[src/rtl/pe_pkg.sv]
// Shared types and constants for the priority-evaluation window scanner.
// Latency: none (package only).
// Backpressure: none (package only).
package pe_pkg;

  localparam int unsigned PE_SCREEN_W = 240;
  localparam int unsigned PE_SCREEN_H = 160;

  typedef enum logic [1:0] {
    IDLE   = 2'd0,
    ACTIVE = 2'd1,
    DONE   = 2'd2
  } pe_scan_state_t;

  // Packed so {winNh, winNv} maps directly onto {x1, x2, y1, y2}.
  typedef struct packed {
    logic [7:0] x1;
    logic [7:0] x2;
    logic [7:0] y1;
    logic [7:0] y2;
  } pe_win_rect_t;

endpackage

[src/rtl/pe_win_range_check.sv]
// Clamp a window rectangle's exclusive edges and test a point against it.
// Latency: purely combinational.
// Backpressure: none.
module pe_win_range_check
  import pe_pkg::*;
#(
  parameter int unsigned SCREEN_W = PE_SCREEN_W,
  parameter int unsigned SCREEN_H = PE_SCREEN_H
) (
  input  pe_win_rect_t rect,
  input  logic [7:0]   x,
  input  logic [7:0]   y,
  output logic         hin,
  output logic         vin
);

  localparam logic [7:0] W8 = 8'(SCREEN_W);
  localparam logic [7:0] H8 = 8'(SCREEN_H);

  logic [7:0] x2_eff;
  logic [7:0] y2_eff;

  // An off-screen or inverted right/bottom edge extends the window to the screen edge.
  always_comb begin
    x2_eff = rect.x2;
    y2_eff = rect.y2;
    if ((rect.x2 > W8) || (rect.x1 > rect.x2)) x2_eff = W8;
    if ((rect.y2 > H8) || (rect.y1 > rect.y2)) y2_eff = H8;
    hin = (x >= rect.x1) && (x < x2_eff);
    vin = (y >= rect.y1) && (y < y2_eff);
  end

endmodule

[src/rtl/pe_window_scanner.sv]
// Per-pixel WIN0/WIN1 membership sequencer; optional macro PE_WIN_SHADOW_EN latches window regs per line.
// Latency: flags for a pixel appear exactly 1 cycle after its pixel_en.
// Backpressure: none; pixel_en is ignored outside a visible line, line_start always wins.
module pe_window_scanner
  import pe_pkg::*;
#(
  parameter int unsigned SCREEN_W = PE_SCREEN_W,
  parameter int unsigned SCREEN_H = PE_SCREEN_H
) (
  input  logic        clock,
  input  logic        reset,
  input  logic [15:0] dispcnt,
  input  logic [15:0] win0h,
  input  logic [15:0] win1h,
  input  logic [15:0] win0v,
  input  logic [15:0] win1v,
  input  logic        line_start,
  input  logic [7:0]  vcount,
  input  logic        pixel_en,
  output logic        win0,
  output logic        win1,
  output logic [7:0]  pixel_x,
  output logic        pixel_valid,
  output logic        line_done
);

  localparam logic [7:0] W8 = 8'(SCREEN_W);
  localparam logic [7:0] H8 = 8'(SCREEN_H);

  pe_scan_state_t state_q, state_d;
  logic [7:0] x_q, x_d;
  logic       win0_q, win0_d, win1_q, win1_d;
  logic [7:0] pixel_x_q, pixel_x_d;
  logic       pixel_valid_q, pixel_valid_d;
  logic       line_done_q, line_done_d;

  logic [15:0] h0_src, h1_src;
  logic        en0_src, en1_src;
  logic        vin0_use, vin1_use;
  logic [7:0]  y_chk;
  logic        hin0, hin1, vin0_chk, vin1_chk;

  // Only the two window-enable bits of DISPCNT matter here.
  logic unused_dispcnt;
  assign unused_dispcnt = ^{dispcnt[15], dispcnt[12:0]};

`ifdef PE_WIN_SHADOW_EN
  logic [15:0] win0h_q, win0h_d, win1h_q, win1h_d;
  logic        en0_q, en0_d, en1_q, en1_d;
  logic        vin0_q, vin0_d, vin1_q, vin1_d;

  // Horizontal edges and enables come from the per-line copies; vertical is judged once at line_start.
  assign h0_src   = win0h_q;
  assign h1_src   = win1h_q;
  assign en0_src  = en0_q;
  assign en1_src  = en1_q;
  assign y_chk    = vcount;
  assign vin0_use = vin0_q;
  assign vin1_use = vin1_q;
`else
  logic [7:0] vline_q, vline_d;

  // Everything live except the line number, which is only valid during line_start.
  assign h0_src   = win0h;
  assign h1_src   = win1h;
  assign en0_src  = dispcnt[13];
  assign en1_src  = dispcnt[14];
  assign y_chk    = vline_q;
  assign vin0_use = vin0_chk;
  assign vin1_use = vin1_chk;
`endif

  pe_win_range_check #(.SCREEN_W(SCREEN_W), .SCREEN_H(SCREEN_H)) u_chk0 (
    .rect ({h0_src, win0v}),
    .x    (x_q),
    .y    (y_chk),
    .hin  (hin0),
    .vin  (vin0_chk)
  );

  pe_win_range_check #(.SCREEN_W(SCREEN_W), .SCREEN_H(SCREEN_H)) u_chk1 (
    .rect ({h1_src, win1v}),
    .x    (x_q),
    .y    (y_chk),
    .hin  (hin1),
    .vin  (vin1_chk)
  );

  // Next-state: line_start (re)arms a line, ACTIVE emits one flag set per pixel_en, DONE pulses line_done.
  always_comb begin
    state_d       = state_q;
    x_d           = x_q;
    win0_d        = win0_q;
    win1_d        = win1_q;
    pixel_x_d     = pixel_x_q;
    pixel_valid_d = 1'b0;
    line_done_d   = 1'b0;
`ifdef PE_WIN_SHADOW_EN
    win0h_d = win0h_q;
    win1h_d = win1h_q;
    en0_d   = en0_q;
    en1_d   = en1_q;
    vin0_d  = vin0_q;
    vin1_d  = vin1_q;
`else
    vline_d = vline_q;
`endif
    if (line_start) begin
      x_d = 8'd0;
      if (vcount < H8) begin
        state_d = ACTIVE;
`ifdef PE_WIN_SHADOW_EN
        win0h_d = win0h;
        win1h_d = win1h;
        en0_d   = dispcnt[13];
        en1_d   = dispcnt[14];
        vin0_d  = vin0_chk;
        vin1_d  = vin1_chk;
`else
        vline_d = vcount;
`endif
      end else begin
        state_d = IDLE;
      end
    end else begin
      case (state_q)
        ACTIVE: begin
          if (pixel_en) begin
            win0_d        = en0_src & vin0_use & hin0;
            win1_d        = en1_src & vin1_use & hin1;
            pixel_x_d     = x_q;
            pixel_valid_d = 1'b1;
            if (x_q == W8 - 8'd1) state_d = DONE;
            else                  x_d     = x_q + 8'd1;
          end
        end
        DONE: begin
          line_done_d = 1'b1;
          state_d     = IDLE;
        end
        default: state_d = IDLE;
      endcase
    end
  end

  // State and registered outputs; reset returns everything to zero.
  always_ff @(posedge clock) begin
    if (reset) begin
      state_q       <= IDLE;
      x_q           <= 8'd0;
      win0_q        <= 1'b0;
      win1_q        <= 1'b0;
      pixel_x_q     <= 8'd0;
      pixel_valid_q <= 1'b0;
      line_done_q   <= 1'b0;
`ifdef PE_WIN_SHADOW_EN
      win0h_q <= 16'd0;
      win1h_q <= 16'd0;
      en0_q   <= 1'b0;
      en1_q   <= 1'b0;
      vin0_q  <= 1'b0;
      vin1_q  <= 1'b0;
`else
      vline_q <= 8'd0;
`endif
    end else begin
      state_q       <= state_d;
      x_q           <= x_d;
      win0_q        <= win0_d;
      win1_q        <= win1_d;
      pixel_x_q     <= pixel_x_d;
      pixel_valid_q <= pixel_valid_d;
      line_done_q   <= line_done_d;
`ifdef PE_WIN_SHADOW_EN
      win0h_q <= win0h_d;
      win1h_q <= win1h_d;
      en0_q   <= en0_d;
      en1_q   <= en1_d;
      vin0_q  <= vin0_d;
      vin1_q  <= vin1_d;
`else
      vline_q <= vline_d;
`endif
    end
  end

  assign win0        = win0_q;
  assign win1        = win1_q;
  assign pixel_x     = pixel_x_q;
  assign pixel_valid = pixel_valid_q;
  assign line_done   = line_done_q;

endmodule

[config.mk]
export PLATFORM = sky130hd
export DESIGN_NAME = pe_window_scanner
export DESIGN_NICKNAME = d
export VERILOG_FILES = /design/src/rtl/pe_pkg.sv /design/src/rtl/pe_win_range_check.sv /design/src/rtl/pe_window_scanner.sv
export SDC_FILE = /design/constraint.sdc
export NUM_CORES = 1
export LEC_CHECK = 0
export ABC_AREA = 1
export BUFFER_PORTS_ARGS = -buffer_cell sky130_fd_sc_hd__buf_2
export CAP_MARGIN = 20
export CORE_MARGIN = 2
export CORE_UTILIZATION = 59
export DETAILED_ROUTE_END_ITERATION = 10
export GPL_TIMING_DRIVEN = 0
export HOLD_SLACK_MARGIN = 0.1
export PLACE_DENSITY_LB_ADDON = 0.05
export SYNTH_ARGS = -nofsm -noshare
export SYNTH_HDL_FRONTEND = slang
export SYNTH_HIERARCHICAL = 1
export SYNTH_SLANG_ARGS = --single-unit
export TNS_END_PERCENT = 5
[constraint.sdc]
create_clock -name clock -period 3.5 [get_ports clock]
set_input_delay 0.175 -clock clock [delete_from_list [all_inputs] [get_ports clock]]
set_output_delay 0.175 -clock clock [all_outputs]
set_load 0.02 [all_outputs]
# After elaboration in Yosys (flattened, before gate mapping)

Index checks and enable logic that the tools add are counted.

Bits in registers: 30
Bits of input ports: 92
Output and inout bits: 12

Add/sub/neg operators: 1
Magnitude comparators: 17
Equal/unequal tests: 5
Multiplexer cells: 11
Bitwise logic cells: 7
Reductions and logical operators: 14

Operators with widths:

| operator                                             | count |
|---|---|
| >= comparator 8 bit                                  | 4 |
| greater-than comparator 8 bit                        | 4 |
| greater-than comparator 8 bit, second input constant | 4 |
| less-than comparator 8 bit                           | 4 |
| 2-to-1 mux 8 bit                                     | 4 |
| adder 8 x 1 -> 8 bit, second input constant          | 1 |
| equality test 8 bit, second input constant           | 1 |
| less-than comparator 8 bit, second input constant    | 1 |
| 2-to-1 mux 2 bit                                     | 4 |
| != test 3 bit, second input constant                 | 2 |
| AND reduction 3 bit                                  | 2 |
| bitwise AND 1 bit                                    | 4 |
| logical AND 1 bit                                    | 4 |
| logical OR 1 bit                                     | 4 |
| AND reduction 2 bit                                  | 2 |
| 2-to-1 mux 1 bit                                     | 3 |
| NOT 1 bit                                            | 3 |
| OR reduction 3 bit                                   | 1 |
| equality test 2 x 1 -> 1 bit, second input constant  | 1 |
| equality test 2 bit, second input constant           | 1 |
| OR reduction 2 bit                                   | 1 |

# Depth between registers and ports, before layout

Depth in word-level cells: 7
Gate-level depth with buffers: 21

# By module

The synthesis kept the hierarchy.

Modules (own cells, without submodules):

| module             | times used | cells each | area each (µm²) |
|---|---|---|---|
| pe_win_range_check | 2          | 207        | 1280.0 |
| pe_window_scanner  | 1          | 159        | 1348.8 |

# Worst setup path after synthesis

No wires, ideal clock.

Path kind: in2reg
Start: in win0v[7]
End: reg win0_q, in the netlist win0
Arrival time: 1.888 ns
Required time: 3.434 ns
Path slack: 1.546 ns
Stages: 15
Path through: inv_1 -> ha_1 -> a21o_1 -> nor2_1 -> nand2_1 -> nand2_1 -> nand2_1 -> inv_1 -> nand2_1 -> ha_1 -> a21oi_1 -> nand2_1 -> a21oi_2 -> nand3_1 -> a21oi_2

Cells in the longest elaborated chain, start to end: 7
Elaborated cells on any way between the ends: 8
Those cells by class: 3 x order compare; 1 x mux; 2 x bitwise; 2 x reduce/logical

RTL lines:

| what                              | RTL line                 | RTL |
|---|---|---|
| from (decl)                       | pe_window_scanner.sv:15  | `input logic [15:0] win0v,` |
| greater-than comparator 8 bit     | pe_win_range_check.sv:28 | `if ((rect.y2 > H8) \|\| (rect.y1 > rect.y2)) y2_eff = H8;` |
| logical OR 1 bit                  | pe_win_range_check.sv:28 |  |
| 2-to-1 mux 8 bit *                | pe_win_range_check.sv:28 |  |
| less-than comparator 8 bit *      | pe_win_range_check.sv:30 | `vin = (y >= rect.y1) && (y < y2_eff);` |
| logical AND 1 bit *               | pe_win_range_check.sv:30 |  |
| named net vin0_chk                | pe_window_scanner.sv:41  | `logic hin0, hin1, vin0_chk, vin1_chk;` |
| bitwise AND 1 bit * (2 in series) | pe_window_scanner.sv:129 | `win0_d = en0_src & vin0_use & hin0;` |
| to (signal assigned)              | pe_window_scanner.sv:169 | `win0_q <= win0_d;` |
| to (decl)                         | pe_window_scanner.sv:32  | `logic win0_q, win0_d, win1_q, win1_d;` |

The timed path passes the listed nets; every way through them passes the cells marked *.
A chain may end at the register's enable or synchronous reset.

# Final worst setup path

Start: in win0h[7]
End: reg win0_q, in the netlist win0

Cells in the longest elaborated chain, start to end: 6
Elaborated cells on any way between the ends: 7
Those cells by class: 3 x order compare; 1 x mux; 1 x bitwise; 2 x reduce/logical

RTL lines:

| what                          | RTL line                 | RTL |
|---|---|---|
| from (decl)                   | pe_window_scanner.sv:13  | `input logic [15:0] win0h,` |
| greater-than comparator 8 bit | pe_win_range_check.sv:27 | `if ((rect.x2 > W8) \|\| (rect.x1 > rect.x2)) x2_eff = W8;` |
| logical OR 1 bit              | pe_win_range_check.sv:27 |  |
| 2-to-1 mux 8 bit *            | pe_win_range_check.sv:27 |  |
| less-than comparator 8 bit *  | pe_win_range_check.sv:29 | `hin = (x >= rect.x1) && (x < x2_eff);` |
| logical AND 1 bit *           | pe_win_range_check.sv:29 |  |
| named net hin0                | pe_window_scanner.sv:41  |  |
| bitwise AND 1 bit *           | pe_window_scanner.sv:129 |  |

Marks and branches as above.

==> results.md <==
- Status: finished clean
- Period utilisation layout: 58.20%
- RSZ-0062 raised after global routing: false
- Seq/Total Area, Yosys: 15.36%
- # fillers: 597
- Core Region: 6386 um^2
- IO Count: 104
- WL final: 8.658 mm
- Post-route worst setup slack: 1.463 ns
- Cell family with most CP delay: simple AND/OR/NAND/NOR gates
- Worst hold start: vcount[4]
- Die height: around 85 um
- Critical path, cell by cell: buf_2 -> inv_1 -> ha_1 -> a21o_1 -> nor2_1 -> nand2_1 -> nand2_1 -> nand2_1 -> inv_1 -> nand2_1 -> ha_1 -> a21oi_1 -> nand2_1 -> a21oi_2 -> nand3_1 -> a21oi_2
- CP Launch Type: primary input
- Dpl ws: 1.143 ns
- Nets: about 850
- CP Class: in2reg
- Worst skew pair latency: ~0.28 ns
- Syn. warnings: 6
- DR WL/cell: 11.59 um
- Final Hold Vio Count: 0
- Final Max Tran Viols: 0
- Most common cell type on the critical path: nand2_1
- Post-synthesis cell area: 3909 um^2
- Hold Crit Depth: 3
- CP bufs+invs: 3
- PortBufs: 89
- Post-CTS Resized: 0
- Syn_nets: 758
- P per Cell Area: roughly 230 nW/um^2
- CTS Buf Count: 5
- Via count: 3826
- Pre-antenna DRT Iters: 4
- GR Overflow Total: 0
- Power Total: around 1.0 mW
- CTS Hold Bufs: 0
- CTS clk-pin slew, worst paths: around 0.060 ns
- Post-route DRC: 0
- Setup Fix Bufs, Post-CTS: 0
- RR Startpoint: x_q[7]$_SDFFE_PP0P_
- Htree depth: 2
- Total die area: 7292 um^2
- Initial antenna violation count: 0
- CP max stage delay: 0.30 ns
- WHS: 0.1351 ns
- ANT cells: 0
- GRT Total Usage: 25.14%
- CP required: 3.72 ns
- Synth unique cells: 30
- VDD IR-drop max: 0.2052 mV
- Final clock skew: 0.004817 ns
- Vias in the first global route: 3710
- Hold Crit Class: in2reg
- Crit. End Element: flop
- Clock sinks: 30
- R2R cell count: 9
- Post-route cell area: about 4500 um^2
- Final setup fails: 0
- Iter 0 DRT Violations: 101
- Slowest-stage cell, CP: ha_1
- Area fraction of the dominant cell type after synthesis: 29.77%
- CTS tree: done
- Mean number of vias per cell: a little over 5
- Hpwl dp: 7.516 mm
- Most area-consuming cells after synthesis: ha_1, dfxtp_1, nand2_1
- Synthesized instance count: 573
- GPL Wtd Cong: 0.8354
- Setup_tns: 0 ns
- Fin cells: 747
- Final core occ: 71.12%
- Inst Count DP: 739
- Levels on crit path: 16
- ANT nets after route: 0
- Row count: 29
- Share of layout cells above drive strength 1: 22.09%
- Tmin final: ~2.0 ns
- CP Max Fanout: 5
- CTS root buf: clkbuf_8
- Syn Area/Cell: 6.822 um^2
- Area growth from synthesis to layout: 16.20%
- Max clock buf depth: 2
- CP arrival: approximately 2.3 ns
- Largest net degree at the start of global routing: 11
- Max_cap viols: 0
- Die Wd: 85.40 um
- Setup crit start: win0h[7]
- Worst-Margin Slew: 0.3943 ns
- #FFs+latches synth: 30
- P_leak: 2.689 nW
- Max Clock Freq: roughly 490 MHz
- Starting Density: 61.21%
- First-pass GRT wire length: 15.32 mm
- Post-synth top area cell: ha_1
- Slew HR: 73.68%
- DP Area: 4451 um^2
worst reg2reg max path: stages (launching register included):
cell and delay [ns]:
dfxtp_1 0.43, ha_1 0.35, nand2_1 0.07, nor2_1 0.16
nand4_1 0.12, o2111ai_1 0.14, o211ai_1 0.14, a21oi_2 0.12
nand3_1 0.11, a21oi_2 0.13
synth_stat cells, drive strengths merged:
library cell	n
o22ai	1
nor2	75
nand3	12
nand2	131
xor2	3
inv	112
o211ai	4
ha	93
nor3	1
dfxtp	30
clkinv	1
nand4	15
o2111ai	4
a21oi	56
a21o	4
nor4	2
buf	3
o21ai	26
report_power, final:
group / internal, mW / total (mW) / switching (mW)
Clock: 0.158 / 0.291 / 0.133
Sequential: 0.354 / 0.370 / 0.0163
Combinational: 0.158 / 0.381 / 0.223
cell families (layout without fill, tap and decap cells):
logic type	count (synthesis)	after routing	share of synthesized area, %
AOI/OAI and AO/OA	95	95	14.92
DFF	30	30	15.37
xor gates and xnor gates	3	3	0.6723
buffers and inverters	116	213	11.78
and+or+nand+nor	236	236	27.50
adders and majority gates	93	93	29.77
layout by cell type, fill, tap and decap left out:
| cell | instances |
|---|---|
| o21ai_1 | 18 |
| inv_2 | 8 |
| inv_4 | 1 |
| nor2_8 | 2 |
| dfxtp_1 | 30 |
| a21oi_1 | 41 |
| o211ai_1 | 4 |
| o21ai_2 | 4 |
| nor2_4 | 4 |
| nor2_1 | 63 |
| buf_4 | 1 |
| nand2_2 | 1 |
| a21o_1 | 4 |
| clkbuf_1 | 1 |
| ha_1 | 93 |
| nand2_1 | 125 |
| inv_1 | 103 |
| a21oi_2 | 15 |
| nand4_1 | 15 |
| nor4_2 | 2 |
| nor2_2 | 6 |
| o21ai_0 | 4 |
| clkinv_2 | 2 |
| nand3_1 | 12 |
| o22ai_1 | 1 |
| nand2_4 | 5 |
| xor2_1 | 3 |
| clkbuf_8 | 6 |
| o2111ai_1 | 4 |
| buf_12 | 1 |
| buf_2 | 90 |
| nor3_1 | 1 |
final timing paths:
path / end / slack (ns)
setup / recovery: win0$_SDFFE_PP0P_ / 1.46
hold / removal: vline_q[4]$_SDFFE_PP0P_ / 0.14
setup reg to reg: win0$_SDFFE_PP0P_ / 1.67
hold reg to reg: line_done$_SDFF_PP0_ / 0.48
state kept, by name, indices dropped and copies added (netlist names):
register,cells
line_done,1
pixel_valid,1
pixel_x,8
state_q,2
vline_q,8
win0,1
win1,1
x_q,8
cell type report:
| class | instances | area, um^2 | share of cell area (%) |
|---|---|---|---|
| tap | 77 | 96.34 | 2.121 |
| multi-input combinational | 427 | 2848 | 62.70 |
| sequential | 30 | 600.6 | 13.22 |
| inverter | 113 | 427.9 | 9.421 |
| clock buffer | 7 | 86.33 | 1.901 |
| clock inverter | 1 | 5.005 | 0.1102 |
| timing repair buffer | 89 | 445.4 | 9.807 |
| buffer | 3 | 32.53 | 0.7163 |
routing by layer:
| metal | track usage (%) | vias to the layer above | wire length (um) | part of all wire [%] |
|---|---|---|---|---|
| met2 | 46.95 | 81 | 4267 | 49 |
| met4 | 4.473 | 0 | 93 | 1.1 |
| li1 | - | 2063 | - | - |
| met3 | 3.113 | 11 | 364 | 4.2 |
| met1 | 30.95 | 1671 | 3932 | 45 |
| met5 | 0 | - | 0 | 0 |
Note: power is estimated with default switching activity, not from simulation.
